## src/rtl/wb_pipe_stage.sv

```systemverilog
// Writeback pipeline stage: holds one retiring instruction, waits for load data,
// extends it, and drives the register-file write port plus hazard/forward info.
module wb_pipe_stage #(
  parameter int DATA_W   = 32,
  parameter int REG_AW   = 5,
  parameter int LINK_OFS = 8,
  parameter int CNT_W    = 16
) (
  input  logic                           clk,
  input  logic                           reset,
  input  logic                           flush,
  input  logic                           m_valid,
  output logic                           m_ready,
  input  logic [31:0]                    m_pc,
  input  logic                           m_wen,
  input  logic [REG_AW-1:0]              m_dst,
  input  logic [1:0]                     m_src_sel,
  input  logic [2:0]                     m_load_type,
  input  logic [$clog2(DATA_W/8)-1:0]    m_addr_lo,
  input  logic [DATA_W-1:0]              m_alu,
  input  logic [DATA_W-1:0]              m_shift,
  input  logic                           dm_rvalid,
  input  logic [DATA_W-1:0]              dm_rdata,
  output logic                           rf_we,
  output logic [REG_AW-1:0]              rf_waddr,
  output logic [DATA_W-1:0]              rf_wdata,
  output logic [31:0]                    w_pc,
  output logic [1:0]                     w_tnew,
  output logic                           fwd_valid,
  output logic [CNT_W-1:0]               retire_cnt
);

  localparam int LW = $clog2(DATA_W/8);

  typedef enum logic [1:0] {S_EMPTY, S_WAIT, S_FULL} state_e;

  state_e              state_q, state_d;
  logic [31:0]         pc_q;
  logic                ent_wen_q;
  logic [REG_AW-1:0]   ent_dst_q;
  logic [2:0]          ent_ltype_q;
  logic [LW-1:0]       ent_lo_q;
  logic                out_wen_q;
  logic [REG_AW-1:0]   out_dst_q;
  logic [DATA_W-1:0]   out_data_q;
  logic [CNT_W-1:0]    cnt_q;

  logic                accept;
  logic                commit;
  logic                ld_done;
  logic [31:0]         link_addr;
  logic [DATA_W-1:0]   exec_res;
  logic [DATA_W-1:0]   byte_sh;
  logic [DATA_W-1:0]   half_sh;
  logic [DATA_W-1:0]   load_res;

  assign m_ready = ~reset & ~flush & (state_q != S_WAIT);
  assign accept  = m_valid & m_ready;
  assign commit  = ~reset & ~flush & (state_q == S_FULL);
  assign ld_done = ~flush & dm_rvalid & (state_q == S_WAIT);

  assign link_addr = m_pc + 32'(LINK_OFS);

  always_comb begin
    exec_res = m_alu;
    case (m_src_sel)
      2'd2:    exec_res = m_shift;
      2'd3:    exec_res = DATA_W'(link_addr);
      default: exec_res = m_alu;
    endcase
  end

  // Lane selection by shifting the target lane down to bit 0.
  assign byte_sh = dm_rdata >> {ent_lo_q, 3'b000};
  assign half_sh = dm_rdata >> {ent_lo_q[LW-1:1], 4'b0000};

  always_comb begin
    load_res = dm_rdata;
    case (ent_ltype_q)
      3'd1:    load_res = {{(DATA_W-16){half_sh[15]}}, half_sh[15:0]};
      3'd2:    load_res = {{(DATA_W-16){1'b0}}, half_sh[15:0]};
      3'd3:    load_res = {{(DATA_W-8){byte_sh[7]}}, byte_sh[7:0]};
      3'd4:    load_res = {{(DATA_W-8){1'b0}}, byte_sh[7:0]};
      default: load_res = dm_rdata;
    endcase
  end

  always_comb begin
    state_d = state_q;
    if (flush) begin
      state_d = S_EMPTY;
    end else begin
      case (state_q)
        S_EMPTY: if (accept) state_d = (m_src_sel == 2'd1) ? S_WAIT : S_FULL;
        S_WAIT:  if (dm_rvalid) state_d = S_FULL;
        S_FULL:  begin
          if (accept) state_d = (m_src_sel == 2'd1) ? S_WAIT : S_FULL;
          else        state_d = S_EMPTY;
        end
        default: state_d = S_EMPTY;
      endcase
    end
  end

  // Output registers only change when an entry enters FULL, so they hold the
  // last committed values while a new load sits in WAIT.
  always_ff @(posedge clk) begin
    if (reset) begin
      state_q     <= S_EMPTY;
      pc_q        <= '0;
      ent_wen_q   <= 1'b0;
      ent_dst_q   <= '0;
      ent_ltype_q <= '0;
      ent_lo_q    <= '0;
      out_wen_q   <= 1'b0;
      out_dst_q   <= '0;
      out_data_q  <= '0;
      cnt_q       <= '0;
    end else begin
      state_q <= state_d;
      cnt_q   <= cnt_q + CNT_W'(commit);
      if (accept) begin
        pc_q        <= m_pc;
        ent_wen_q   <= m_wen;
        ent_dst_q   <= m_dst;
        ent_ltype_q <= m_load_type;
        ent_lo_q    <= m_addr_lo;
      end
      if (accept && m_src_sel != 2'd1) begin
        out_wen_q  <= m_wen;
        out_dst_q  <= m_dst;
        out_data_q <= exec_res;
      end else if (ld_done) begin
        out_wen_q  <= ent_wen_q;
        out_dst_q  <= ent_dst_q;
        out_data_q <= load_res;
      end
    end
  end

  assign rf_we      = commit & out_wen_q & (out_dst_q != '0);
  assign fwd_valid  = rf_we;
  assign rf_waddr   = reset ? '0 : out_dst_q;
  assign rf_wdata   = reset ? '0 : out_data_q;
  assign w_pc       = reset ? '0 : pc_q;
  assign w_tnew     = (~reset && state_q == S_WAIT) ? 2'd1 : 2'd0;
  // The count seen during FULL already includes the entry retiring that cycle.
  assign retire_cnt = reset ? '0 : cnt_q + CNT_W'(commit);

endmodule

```

## config.mk

```make
export PLATFORM = sky130hd
export DESIGN_NAME = wb_pipe_stage
export DESIGN_NICKNAME = d
export VERILOG_FILES = /design/src/rtl/wb_pipe_stage.sv
export SDC_FILE = /design/constraint.sdc
export NUM_CORES = 1
export LEC_CHECK = 0
export ABC_AREA = 1
export BUFFER_PORTS_ARGS = -buffer_cell sky130_fd_sc_hd__buf_2
export CORE_MARGIN = 3
export CORE_UTILIZATION = 55
export DETAILED_ROUTE_END_ITERATION = 10
export GPL_ROUTABILITY_DRIVEN = 0
export MAX_ROUTING_LAYER = met4
export PLACE_DENSITY_LB_ADDON = 0.08
export SETUP_SLACK_MARGIN = 0.02
export SYNTH_ARGS = -nofsm -noshare
export SYNTH_HDL_FRONTEND = slang
export SYNTH_SLANG_ARGS = --single-unit
```

## constraint.sdc

```tcl
create_clock -name clk -period 5 [get_ports clk]
set_clock_uncertainty 0.15 [all_clocks]
set_input_delay 0.25 -clock clk [delete_from_list [all_inputs] [get_ports clk]]
set_output_delay 0.25 -clock clk [all_outputs]
set_load 0.005 [all_outputs]
```

## Word-level counts from Yosys, hierarchy flattened

Index checks and enable logic that the tools add are counted.

| word-level totals | value |
|---|---|
| register bits after elaboration | 99 |
| latch bits | 0 |
| RAM bits | 0 |
| ROM bits | 0 |
| output and inout bits | 90 |
| logic and storage cells | 62 |
| memories kept | 0 |

| operators by class | value |
|---|---|
| add/sub/neg operators | 2 |
| multipliers | 0 |
| div/mod/pow operators | 0 |
| $lt $le $gt $ge | 0 |
| equality and inequality tests | 13 |
| shift-type cells | 2 |
| mux-type cells | 18 |
| bitwise operators | 10 |
| reduce and logical (&&, ||, !) cells | 7 |

Operators by type and width:

| kind | count |
|---|---|
| two-way mux 32 bit | 4 |
| one-hot mux 32 bit (4 select lines) | 1 |
| one-hot mux 32 bit (2 select lines) | 1 |
| adder 32 x 4 -> 32 bit, second input constant | 1 |
| right shift 32 x 5 -> 16 bit | 1 |
| right shift 32 x 5 -> 8 bit | 1 |
| adder 16 x 1 -> 16 bit | 1 |
| two-way mux 16 bit | 1 |
| two-way mux 5 bit | 3 |
| bitwise AND 1 bit | 8 |
| two-way mux 2 bit | 4 |
| == test 2 bit, second input constant | 3 |
| == test 3 x 2 -> 1 bit, second input constant | 2 |
| one-hot mux 2 bit (3 select lines) | 1 |
| nonzero test 5 bit | 1 |
| == test 2 x 1 -> 1 bit, second input constant | 2 |
| inequality test 2 x 1 -> 1 bit, second input constant | 2 |
| inequality test 2 bit, second input constant | 2 |
| == test 3 x 1 -> 1 bit, second input constant | 1 |
| == test 3 bit, second input constant | 1 |
| two-way mux 1 bit | 3 |
| logical AND 1 bit | 2 |
| logical NOT 2 bit | 1 |
| NOT 1 bit | 2 |
| 3 further kinds | 3 |

## Depth between registers and ports, before layout

Gate-level depths: netlist of the first run.

| depth | value |
|---|---|
| word-level depth | 6 |
| mapped depth | 14 |

## Least setup slack after synthesis of the first run

No wires, ideal clock.

| path | value |
|---|---|
| kind | input-to-output |
| start | input reset |
| end | output retire_cnt[14] |
| data arrival time | 2.038 ns |
| data required time | 4.600 ns |
| path slack | 2.562 ns |
| cell stages on the path | 13 |
| path buffers | 1 |
| cells stage by stage | buf_6 inv_6 nand2_4 nor3_1 ha_1 ha_1 nand2_1 nor2_1 nand2_1 nor4_1 nand3_1 o21ai_0 nor2_1 |

| between the ends | value |
|---|---|
| word-level cells in the longest chain between the ends | 5 |

Ends and longest elaborated chain:

| element | line | RTL |
|---|---|---|
| start, declared | 10 | `input logic reset,` |
| NOT 1 bit | 59 | `assign commit = ~reset & ~flush & (state_q == S_FULL);` |
| bitwise AND 1 bit (2 in series) | 59 |  |
| adder 16 x 1 -> 16 bit | 148 | `assign retire_cnt = reset ? '0 : cnt_q + CNT_W'(commit);` |
| two-way mux 16 bit * | - |  |
| end, declared | 30 | `output logic [CNT_W-1:0] retire_cnt` |

Every way passes the cells marked *; elsewhere a longest branch is shown, timed or not.

## Final worst setup path of the first run

Ends and elaborated chain as after synthesis.

==> metrics.md, run 1 <==
| Metric | Value |
|---|---|
| Outcome | finished clean |
| CP Cell Sequence | buf_2, inv_6, nand2_4, nor3_1, ha_1, ha_1, nand2_1, nor2_1, nand2_1, nor4_1, nand3_1, o21ai_0, nor2_1, buf_2 |
| Initial Util | 57.8% |
| Synth Register Bits | 99 |
| Mapped Area | 6460 um2 |
| Largest stage delay, worst path | 0.54 ns |
| Worst Path Arrival | 2.88 ns |
| Net Count, Synth | 1,249 |
| Critical path class | input pin to output port |
| Cell Pwr Density | 243 nW/um2 |
| Reg2reg start | ent_lo_q[1] |
| First-pass GRT wire length | 34.1 mm |
| Slew @ Worst Pin | 1.02 ns |
| Initial antenna violation count | 2 |
| Worst-path maximum fanout | 51 |
| CTS Buffer Depth | 2 |
| Final setup margin | 1.72 ns |
| CTS Root Buffer Type | clkbuf_16 |
| Post-synth top cells | 311 x nand2_1, 186 x nor2_1, 133 x inv_1 |
| Final ANT Viol Nets | 0 |
| HPWL after DPL | 16.7 mm |
| WP data required | 4.60 ns |
| RSZ-0062 raised after global routing | no |
| Core area | 11,200 um2 |
| DIE WIDTH | 114 um |
| Final setup violation count | 0 |
| GR Overflow Total | 0 |
| Tcrit/Tclk final | 65.7% |
| Crit. End Element | output port |
| Yosys warnings | 0 |
| Ys async rst share | 0% |
| Hold Path Class | input pin to flop |
| Routed len/inst | 15.2 um |
| Total wire length | 21.9 mm |
| Post-synth EDFFs | 0 |
| Yosys cell types | 45 |
| Top cell type's share of synthesized area | 30.7% |
| CP Launch Type | input pin |
| CP delay by family, top | simple AND/OR/NAND/NOR gates |
| Area grow syn2layout | 22.6% |
| Input/output buffers | 234 |
| Tot GR Track Use | 34.0% |
| MaxCap Viol Count | 0 |
| # rows | 38 |
| Stages on worst setup path | 14 |
| Fmax | 304 MHz |
| Worst Reg-to-Reg Cells | 9 |
| Layout cells sized above 1 | 22.3% |
| Fillers | 1,091 |
| 1st-iter DRT viols | 785 |
| TritonCTS Sinks | 99 |
| Worst-Skew Late Latency | 0.35 ns |
| Avg Cell Area, Syn | 5.88 um2 |
| Hold_ws | 0.0507 ns |
| Clk pin slew, worst setup/hold paths | 0.07 ns |
| Largest net degree at the start of global routing | 87 |
| Die area | 13,100 um2 |
| Max VDD drop | 299 uV |
| Minimum clock period | 3.28 ns |
| Placement Setup Slack | 1.81 ns |
| TritonCTS buffer count | 9 |
| Post_cts resized | 0 |
| Leak | 3.91 nW |
| Vias per inst | 5.38 |
| Most used DFF post-synth | dfxtp_1 |
| Cell with the most instances after synthesis | nand2_1 |
| R2R Path End | out_data_q[12] |
| TritonCTS clock tree | yes |
| Register area share after synthesis | 30.7% |
| Synth top area cells | dfxtp_1 31%, nand2_1 18%, nor2_1 11%, inv_1 7.7%, o21ai_0 5.8% |
| Chip height | 114 um |
| CP Capture Point | retire_cnt[14] |
| R2R setup slack | 1.89 ns |
| Hold Fails Final Rpt | 0 |
| Max Transition Viols Final | 0 |
| Cell accounting for the most synthesized area | dfxtp_1 |
| Fin Setup TNS | 0 ns |
| Crit-path slowest cell | nor4_1 |
| Ports | 236 |
| Critical path origin | reset |
| Mapped Cells | 1,100 |
| WP buf/inv | 3 |
| DRC violations left | 0 |
| Postcts setup bufs | 0 |
| Post-CTS Hold Fix Bufs | 3 |
| Vias in the first global route | 6,927 |
| Nets | 1,449 |
| Worst slew margin | 31.9% |
| Via count | 7,780 |
| TritonRoute pass-1 iters | 6 |
| H-Tree Depth | 3 |
| Tot Pwr | 0.00192 W |
## routing by layer
layer | vias up | track usage, % | share of wire, %
li1 | 3895 | - | -
met4 | 0 | 12.6 | 3.4
met3 | 50 | 7.03 | 9.6
met2 | 403 | 54.3 | 46
met1 | 3432 | 42.3 | 41
met5 | - | - | 0
## power breakdown
part           switching, W  total, W  internal, W
sequential        0.0000116  0.000832     0.000820
clock              0.000323  0.000730     0.000407
combinational      0.000231  0.000363     0.000131
## layout make-up
| cell class | count | area, um2 | area share, % |
|---|---|---|---|
| antenna | 2 | 5.00 | 0.0632 |
| clock buffer | 10 | 239 | 3.02 |
| clock inverter | 6 | 72.6 | 0.916 |
| inverter | 140 | 532 | 6.71 |
| multi-input combinational | 810 | 3690 | 46.6 |
| sequential | 99 | 1980 | 25.0 |
| tap | 140 | 175 | 2.21 |
| timing repair buffer | 240 | 1220 | 15.4 |
## logic make-up (layout without fill, tap and decap cells)
family / after synthesis / in the layout / share of synthesized area (%)
and+or+nand+nor: 623 / 623 / 40.2
AOI/OAI and AO/OA: 179 / 179 / 15.7
buffers and inverters: 191 / 396 / 12.2
xor gates and xnor gates: 4 / 4 / 0.542
other: 1 / 3 / 0.0580
adders and majority gates: 3 / 3 / 0.581
DFF: 99 / 99 / 30.7
## worst min-delay path by stage
stage,start,endpoint,cells after the start
5_1_grt,m_dst[0],out_dst_q[0],3
3_5_place_dp,ent_dst_q[2],ent_dst_q[2],2
4_1_cts,m_dst[0],out_dst_q[0],3
3_3_place_gp,ent_dst_q[2],ent_dst_q[2],2
2_1_floorplan,m_dst[4],ent_dst_q[4],2
6_report,m_pc[2],pc_q[2],3
## stage by stage
step / util, % / cells / cell area, um2
3_5_place_dp: 67.8 / 1426 / 7580
5_1_grt: 70.9 / 1447 / 7920
6_report: 70.9 / 1447 / 7920
2_1_floorplan: - / 1100 / 6460
3_3_place_gp: 67.8 / 1426 / 7580
4_1_cts: 70.9 / 1445 / 7920
## state kept, by name (all words and copies together), names as in the netlist
| name | cells |
|---|---|
| pc_q | 32 |
| ent_wen_q | 1 |
| cnt_q | 16 |
| ent_ltype_q | 3 |
| ent_lo_q | 2 |
| out_data_q | 32 |
| out_dst_q | 5 |
| out_wen_q | 1 |
| state_q | 2 |
| ent_dst_q | 5 |
## placed cells by master, fill, tap and decap left out, types with 4 or more instances in the layout
cell and instances:
o21bai_1 7, o21ai_0 75, buf_2 234, o22ai_1 5
nand3_1 62, nand4_1 29, nor2_2 8, nor3_1 12
nand2_1 310, dfxtp_1 99, clkbuf_16 9, inv_1 133
a22o_1 4, a21oi_1 60, inv_2 4, a21oi_2 12
nor2_1 186
## worst min-delay path, cell delays in order
cell and delay (ns):
buf_2 0.08, o21ai_0 0.08, a21oi_1 0.11
Power figures use the tool's default switching activity.
==> inputs of run 2 (changes only) <==
- CORE_UTILIZATION: 55 -> 51
- clock period: 5 -> 3.05 ns (I/O delays scaled with it)
==> run 2 against run 1 <==
  * Sequential power up 63%
  * Register-to-register slack worse by 1.5 ns
  * First-iteration DRC count rose by 23%
  * Wire length grew 3.7%
  * Power is 64% higher
  * Via count grew 0.54%
  * Clock power is 62% higher
  * Utilization is 3.8 points lower
  * Largest power group unchanged
  * Die area grew 7.4%
  * Non-clock buffer count is 24 higher
  * Critical path type is now flop to flop
  * Sequential cell count stayed put
  * Clock-buffer cell count rose by 1
==> metrics.md, run 2 (synthesis results as in run 1) <==
| Metric | Value |
|---|---|
| Outcome | finished clean |
| Hold_sp | dm_rdata[1] |
| Minimum clock period | 2.69 ns |
| Crit path top cell by count | nand2_4 |
| Worst-path maximum fanout | 25 |
| Placed Cells incl. Taps | 1,460 |
| Area grow syn2layout | 26.8% |
| Final ANT Viol Nets | 0 |
| Crit-path slowest cell | dlygate4sd3_1 |
| Final setup violation count | 0 |
| Hold Crit Depth | 5 |
| TritonCTS clock tree | yes |
| Initial Util | 52.9% |
| R2R Path End | out_data_q[0] |
| Chip height | 119 um |
| CP Cell Sequence | inv_1, nand2_1, inv_2, nand3_2, nand2_4, nand2_4, clkinv_2, o22ai_1, nor2_1, dlygate4sd3_1 |
| Sw Share | 29.1% |
| GR Overflow Total | 0 |
| Largest stage delay, worst path | 0.57 ns |
| CTS Buffer Depth | 2 |
| Vias per inst | 5.22 |
| Logic pwr share | 19.9% |
| RSZ-0062 raised after global routing | no |
| Biggest registers after layout | out_data_q (32), pc_q (32), cnt_q (16) |
| Worst Path Arrival | 2.77 ns |
| Critical path class | flop to flop |
| Fmax | 372 MHz |
| Worst-Skew Late Latency | 0.35 ns |
| Hold Fails Final Rpt | 0 |
| Hold Path Class | input pin to flop |
| Crit. End Element | flop |
| Worst Reg-to-Reg Cells | 10 |
| Max Transition Viols Final | 0 |
| Max VDD drop | 321 uV |
| First-pass GRT wire length | 36.5 mm |
| Largest net degree at the start of global routing | 87 |
| Utilization after layout | 67.1% |
| Sequential cell area | 1980 um2 |
| Critical path origin | state_q[1] |
| Final Instance Count excl. Fillers | 1,498 |
| Core area | 12,200 um2 |
| Internal | 0.00224 W |
| Sw Pwr | 0.000920 W |
| Die area | 14,100 um2 |
| CP delay by family, top | buffers and inverters |
| WP data required | 3.13 ns |
| MaxCap Viol Count | 0 |
| TritonRoute pass-1 iters | 5 |
| Worst slew margin | 35.9% |
| R2R setup slack | 0.36 ns |
| Leak | 4.04 nW |
| Most frequent cells in the layout | 310 x nand2_1, 234 x buf_2, 186 x nor2_1, 133 x inv_1, 99 x dfxtp_1 |
| Tot GR Track Use | 32.9% |
| Total wire length | 22.7 mm |
| # rows | 40 |
| Ports | 236 |
| Worst hold endpoint | out_data_q[1] |
| TritonCTS Sinks | 99 |
| Via count | 7,822 |
| TritonCTS buffer count | 9 |
| Routed len/inst | 15.2 um |
| WP buf/inv | 4 |
| Layout cells sized above 1 | 22.4% |
| DRC violations left | 0 |
| CTS Root Buffer Type | clkbuf_16 |
| CP Launch Type | flop |
| 1st-iter DRT viols | 965 |
| Fillers | 1,201 |
| Tot Pwr | 0.00316 W |
| Slew @ Worst Pin | 0.961 ns |
| Initial antenna violation count | 0 |
| Commonest non-fill, non-tap cell in the layout | nand2_1 |
| Fin Setup TNS | 0 ns |
| Clk pwr share | 37.1% |
| Cell Pwr Density | 386 nW/um2 |
| Clk pin slew, worst setup/hold paths | 0.07 ns |
| HPWL after DPL | 17.1 mm |
| Footprint of the multi-input gates | 3710 um2 |
| Vias in the first global route | 7,217 |
| Tcrit/Tclk final | 88.2% |
| Seq pwr share | 43.0% |
| DIE WIDTH | 119 um |
| Reg2reg start | state_q[1] |
| Input/output buffers | 234 |
| H-Tree Depth | 3 |
| Nets | 1,473 |
[run 2: power groups by stage]
stage | Sequential (W) | Combinational (W) | Clock, W
5_1_grt | 0.00136 | 0.000708 | 0.00124
3_3_place_gp | 0.00139 | 0.000590 | 0
6_report | 0.00136 | 0.000628 | 0.00118
2_1_floorplan | 0.00139 | 0.000351 | 0
4_1_cts | 0.00136 | 0.000618 | 0.00120
3_5_place_dp | 0.00139 | 0.000593 | 0
[run 2: layout make-up]
type                    instances  area share (%)
diodes                          1          0.0305
clock buffers                  11            2.96
clock inverters                 5           0.748
inverters                     140            6.49
multi-input cells             810            45.3
flip-flops and latches         99            24.2
well taps                     168            2.57
repair buffers                264            17.7
[run 2: per-layer routing]
layer	track usage (%)	share of wire [%]	up-vias
met4	9.12	2.4	0
met2	52.3	46	407
met1	42.6	42	3434
met3	6.60	9.6	41
met5	-	0	-
li1	-	-	3940
[run 2: timing repair]
item                                    CTS  global route
setup buffers                             0             0
gates resized for setup                   0             3
hold endpoints to repair                 26             0
endpoints found under the setup margin    0             5
hold buffers                             21             0
[run 2: how the worst max path moves through the flow]
| stage | end | slack (ns) | cells after the start |
|---|---|---|---|
| detailed placement | retire_cnt[14] | 0.40 | 14 |
| global route | retire_cnt[14] | 0.05 | 12 |
| finish | out_data_q[0] | 0.36 | 10 |
| CTS | retire_cnt[14] | 0.04 | 12 |
| floorplan | retire_cnt[14] | 0.81 | 13 |
| global placement | retire_cnt[14] | 0.49 | 14 |
[run 2: through the flow]
step | hold WS (ns) | worst slack (ns) | instance area (um2)
4_1_cts | 0.00242 | 0.0401 | 8170
3_5_place_dp | 0.276 | 0.402 | 7660
2_1_floorplan | 0.145 | 0.807 | 6460
6_report | 0.0165 | 0.360 | 8190
5_1_grt | 0.0354 | 0.0544 | 8190
3_3_place_gp | 0.275 | 0.485 | 7660
[run 2: worst reg2reg max path, delay by kind of cell, from the launching register on]
family / cells / cell delay (ns)
and+or+nand+nor: 5 / 0.82
AOI/OAI and AO/OA: 1 / 0.23
DFF: 1 / 0.32
buffers and inverters: 4 / 1.07
